[src/rtl/fifo_ctl.sv]
// fifo_ctl: single-clock FIFO controller driving the port-A write / port-B read pins of an 18-bit ram.
// Latency: a pushed word is poppable one edge later; popped data is on DOUT one cycle after the pop is accepted.
// Backpressure: PUSH on FULL and POP on EMPTY are dropped and recorded in the sticky OVF / UDF flags.
module fifo_ctl #(
   parameter int ADDRWID = 8,
   parameter int AE_LVL  = 4,
   parameter int AF_LVL  = 4
) (
   input  logic               CLK,
   input  logic               RST,
   input  logic               PUSH,
   input  logic [17:0]        DIN,
   input  logic               POP,
   output logic [17:0]        DOUT,
   output logic               DOUT_VLD,
   output logic               EMPTY,
   output logic               FULL,
   output logic               AEMPTY,
   output logic               AFULL,
   output logic [ADDRWID:0]   LEVEL,
   output logic               OVF,
   output logic               UDF,
   output logic [ADDRWID-1:0] AA,
   output logic [ADDRWID-1:0] AB,
   output logic               CENA,
   output logic               WENA,
   output logic               CENB,
   output logic               WENB,
   output logic [1:0]         WENBA,
   output logic [1:0]         WENBB,
   output logic [17:0]        DA,
   input  logic [17:0]        QB
);

   // Pointers carry one extra wrap bit so that full (difference == DEPTH)
   // and empty (difference == 0) are distinguishable.
   typedef logic [ADDRWID:0] ptr_t;

   localparam ptr_t DEPTH_P = {1'b1, {ADDRWID{1'b0}}};
   localparam ptr_t AE_P    = ptr_t'(AE_LVL);
   localparam ptr_t AF_THR  = DEPTH_P - ptr_t'(AF_LVL);

   ptr_t wptr_q, wptr_d;
   ptr_t rptr_q, rptr_d;
   ptr_t level_d;
   logic empty_q, full_q, aempty_q, afull_q;
   logic ovf_q, udf_q;
   logic dout_vld_q;
   logic push_acc, pop_acc;

   // Acceptance looks only at the registered flags, so a concurrent pop
   // never rescues a push on FULL (and vice versa); reset blocks both.
   always_comb begin
      push_acc = PUSH & ~full_q  & ~RST;
      pop_acc  = POP  & ~empty_q & ~RST;
      wptr_d   = wptr_q + ptr_t'(push_acc);
      rptr_d   = rptr_q + ptr_t'(pop_acc);
      level_d  = wptr_d - rptr_d;
   end

   // Pointer, flag and sticky-error state; flags are precomputed from the next level.
   always_ff @(posedge CLK) begin
      if (RST) begin
         wptr_q     <= '0;
         rptr_q     <= '0;
         empty_q    <= 1'b1;
         full_q     <= 1'b0;
         aempty_q   <= 1'b1;
         afull_q    <= 1'b0;
         ovf_q      <= 1'b0;
         udf_q      <= 1'b0;
         dout_vld_q <= 1'b0;
      end else begin
         wptr_q     <= wptr_d;
         rptr_q     <= rptr_d;
         empty_q    <= (level_d == '0);
         full_q     <= (level_d == DEPTH_P);
         aempty_q   <= (level_d <= AE_P);
         afull_q    <= (level_d >= AF_THR);
         ovf_q      <= ovf_q | (PUSH & full_q);
         udf_q      <= udf_q | (POP & empty_q);
         dout_vld_q <= pop_acc;
      end
   end

   // Port A is write-only; occupied and free slots are disjoint so AA never equals a live AB read.
   assign AA    = wptr_q[ADDRWID-1:0];
   assign CENA  = ~push_acc;
   assign WENA  = ~push_acc;
   assign WENBA = 2'b00;
   assign DA    = DIN;

   // Port B is read-only.
   assign AB    = rptr_q[ADDRWID-1:0];
   assign CENB  = ~pop_acc;
   assign WENB  = 1'b1;
   assign WENBB = 2'b11;

   // QB passes straight through; DOUT_VLD marks the cycle after an accepted pop.
   assign DOUT     = QB;
   assign DOUT_VLD = dout_vld_q;

   assign LEVEL  = wptr_q - rptr_q;
   assign EMPTY  = empty_q;
   assign FULL   = full_q;
   assign AEMPTY = aempty_q;
   assign AFULL  = afull_q;
   assign OVF    = ovf_q;
   assign UDF    = udf_q;

endmodule

[config.mk]
export PLATFORM = sky130hd
export DESIGN_NAME = fifo_ctl
export DESIGN_NICKNAME = d
export VERILOG_FILES = /design/src/rtl/fifo_ctl.sv
export SDC_FILE = /design/constraint.sdc
export NUM_CORES = 1
export LEC_CHECK = 0
export ABC_AREA = 0
export CORE_AREA = 2 2 82 84
export CTS_CLUSTER_DIAMETER = 40
export DETAILED_ROUTE_END_ITERATION = 10
export DIE_AREA = 0 0 84 86
export PLACE_DENSITY = 0.8
export SYNTH_ARGS = -nofsm -noshare
export SYNTH_HDL_FRONTEND = slang
export SYNTH_SLANG_ARGS = --single-unit
export TNS_END_PERCENT = 100
[constraint.sdc]
create_clock -name CLK -period 3.6 [get_ports CLK]
set_clock_uncertainty 0.05 [all_clocks]
set_input_delay 0.72 -clock CLK [delete_from_list [all_inputs] [get_ports CLK]]
set_output_delay 0.72 -clock CLK [all_outputs]
set_load 0.02 [all_outputs]
==> results by group, run 1 <==
Setup path
  • CP cell instances: dlygate4sd2_1, nor3b_4, ha_2, nand4_1, nor2_1, xor2_1, ha_4, and3_4, a21boi_1, o21a_1, o21a_1, or4_4, o22ai_2
  • Critical-path top delay cell: or4_4
  • Worst r2r src: FULL
  • Crit path largest cell delay: 0.53 ns
  • Crit path launch type: input pin
  • Crit path DAT: 3.70 ns
  • Crit path launch: RST
  • Worst-path fanout max: 4
  • CP endpoint: AFULL
  • Crit path top cell by count: o21a_1
  • Reg2reg setup slack: 0.47 ns
  • Reg2reg end: AFULL
  • Crit. End Element: register
  • Reg2reg path depth: 12
  • WP data required: 3.76 ns
  • WS Path Type: in -> reg

Routing
  • DR WL/cell: 12.8 microns
  • Vias per cell: 4.59
  • Routed Antenna Nets: 0
  • Post-Route WL: 4570 microns
  • Via count: 1640
  • Iter 0 DRT Violations: 76
  • First-pass detailed-route iteration total: 4
  • DRC viols: 0

Logic synthesis
  • #FFs+latches synth: 25
  • Synth cell types: 40
  • Synth Cell Area: 0.00220 sq mm
  • Top_reg_cell synth: dfxtp_1
  • Yosys warnings: 0
  • Asr flop ratio synth: 0
  • Fraction of the mapped netlist area in adder cells: 0.138
  • Post-Synthesis Cells: 261
  • Synth Area in XOR/XNOR: 0.115
  • EDFF count, synth: 0
  • Mux share of post-synthesis cell area: 0
  • Complex-gate fraction of the synthesized area: 0.0969
  • Post-synthesis simple-gate area fraction: 0.178
  • Synthesized area per cell: 8.41 sq um
  • Largest family of logic cells by synthesized area: buffers and inverters
  • Sequential fraction of the synthesis area: 0.228

STA
  • Period utilization: 0.983
  • Final Hold Vio Count: 0
  • Min Hold Slack: 0.432 ns
  • Final setup violation count: 0
  • Crit path time final: 3.54 ns
  • Slew Viols, Final: 0
  • Max Freq: 282 MHz

Global route
  • GRT Resource Usage Total: 0.127
  • Initial antenna violation count: 0
  • Largest net degree at the start of global routing: 14
  • Vias in the first global route: 1664
  • Global-route wire length before repair: 7620 microns
  • GRT overflow: 0

Hold path
  • Worst min-delay path class: reg -> reg

Floorplan
  • Core Region: 0.00628 sq mm
  • FP Rows: 29
  • Initial Util: 0.350
  • Vert. Die Dim: 86 microns
  • I/O pins: 116
  • Die width: 84 microns
  • Die area: 0.00722 sq mm

Clock network
  • Clock tree sinks: 25
  • Clock transition at path regs: 0.09 ns
  • Inserted Clock Buffers: 3
  • CTS tree: done
  • Clock Path Buffers: 2
  • CTS H-tree lvls: 1
  • Clock latency on the worst-skew pair: 0.27 ns
  • Hold-fix buffers, CTS: 0
  • Root Buffer Master: clkbuf_8

Cells and area
  • P&R area growth vs syn: 21.8%
  • Most frequent cells in the layout: 35 x buf_4, 32 x clkdlybuf4s50_1, 24 x dfxtp_1
  • Layout net count: 344
  • Cell Count, Final, Fillers Out: 357
  • Diode count: 0
  • Commonest non-fill, non-tap cell in the layout: buf_4
  • Layout cell share with drive strength beyond 1: 0.239

Power
  • Pleak: 1.14 nW
  • Peak VDD IR: 0.131 mV
  • PwrDens: 273 mW/mm^2

Place
  • HPWL Detailed: 3580 microns
  • Port Buf Inserts: 38
  • Routability-driven placement congestion ratio: 0.814
  • # placed instances: 348

Job
  • Max Cap Violations: 0

Status
  • Outcome: finished clean
-- kinds of logic (layout without fill, tap and decap cells) --
| logic type | Yosys count | in the layout |
|---|---|---|
| buffers and inverters | 83 | 99 |
| AND/OR/NAND/NOR | 70 | 70 |
| AO/OA/AOI/OAI | 31 | 31 |
| XOR/XNOR | 27 | 27 |
| flip-flops | 25 | 25 |
| adder cells (fa/ha/maj) | 23 | 23 |
| other | 2 | 5 |
-- per-layer routing --
layer	GRT usage	vias to the layer above	routed length [microns]
met5	0	-	0
met4	0.0484	0	84
met3	0.0260	14	281
met2	0.224	44	2280
met1	0.152	757	1930
li1	-	825	-
-- how the worst min path moves through the flow --
stage                   start  cells past startpoint         to
CTS                       OVF                      2        OVF
global route              OVF                      2        OVF
global placement          OVF                      2        OVF
floorplan           wptr_q[8]                      2  wptr_q[8]
detailed placement        OVF                      2        OVF
finish                    UDF                      2        UDF
-- sequential cells by signal (all words and copies together) (netlist names) --
register / flops
AFULL: 1
wptr_q: 9
UDF: 1
FULL: 1
DOUT_VLD: 1
EMPTY: 1
rptr_q: 9
OVF: 1
AEMPTY: 1
-- power breakdown --
| group | internal [mW] | total (mW) | leakage, nW | switching (mW) |
|---|---|---|---|---|
| combinational | 0.133 | 0.262 | 0.919 | 0.129 |
| clock | 0.0793 | 0.171 | 0.0228 | 0.0912 |
| sequential | 0.290 | 0.298 | 0.203 | 0.00825 |
-- what timing repair did --
action | 4_1_cts | 5_1_grt
resized for setup | 9 | 22
setup buffers | 1 | 4
pin swaps | 3 | 15
setup endpoints to repair | 6 | 7
-- metrics by stage --
stage,setup slack (ns),TNS [ns],instance area (sq um),utilization,power [mW]
floorplan,0.0130,0,2210,-,0.523
detailed placement,-0.489,-1.68,2460,0.392,0.556
global placement,-0.378,-1.34,2460,0.392,0.554
CTS,-0.0482,-0.0482,2540,0.405,0.726
finish,0.0596,0,2680,0.426,0.730
global route,-0.0524,-0.0920,2680,0.426,0.770
-- synth_stat cells (all sizes together), types with 2 or more instances --
cell type  count  area (sq um)
nor2          23          86.3
xor2           7          61.3
nand2          7          26.3
ha            21           263
a21boi         4          30.0
or3            2          12.5
nand4          2          12.5
o21ai          8          40.0
nand3          7          40.0
conb           2          7.51
nor4           2          27.5
nor3           5          36.3
nor2b         12          75.1
a31o           2          17.5
inv           22          82.6
xnor2         20           190
o21a           2          15.0
nor3b          2          15.0
fa             2          40.0
and2           2          12.5
buf           58           435
clkbuf         3          11.3
dfxtp         25           500
a21oi          7          35.0
nand2b         2          12.5
a21o           3          22.5
-- area by class of cell --
cell class | instances | area (sq um)
multi-input combinational | 156 | 1310
tap | 77 | 96.3
clock buffer | 4 | 45.0
inverter | 22 | 82.6
sequential | 25 | 502
timing repair buffer | 73 | 643
fill | 586 | 3600
-- critical path: cells and delay by family --
kind	cells	cell delay [ns]
XOR/XNOR	1	0.33
buffers and inverters	1	0.29
AO/OA/AOI/OAI	4	0.58
adder cells (fa/ha/maj)	2	0.53
AND/OR/NAND/NOR	5	1.25
No activity file was read; power rests on OpenSTA's default activity.
==> run 2: changes to the inputs <==
Settings changed: CTS_CLUSTER_SIZE from default to 28.
==> results of run 2 <==
Same layout as run 1: the final DEF is identical, and so are final timing and power.
==> run 3: changes to the inputs <==
Settings changed: SLEW_MARGIN from default to 20.
==> results of run 3 <==
Same layout as run 1: the final DEF is identical, and so are final timing and power.
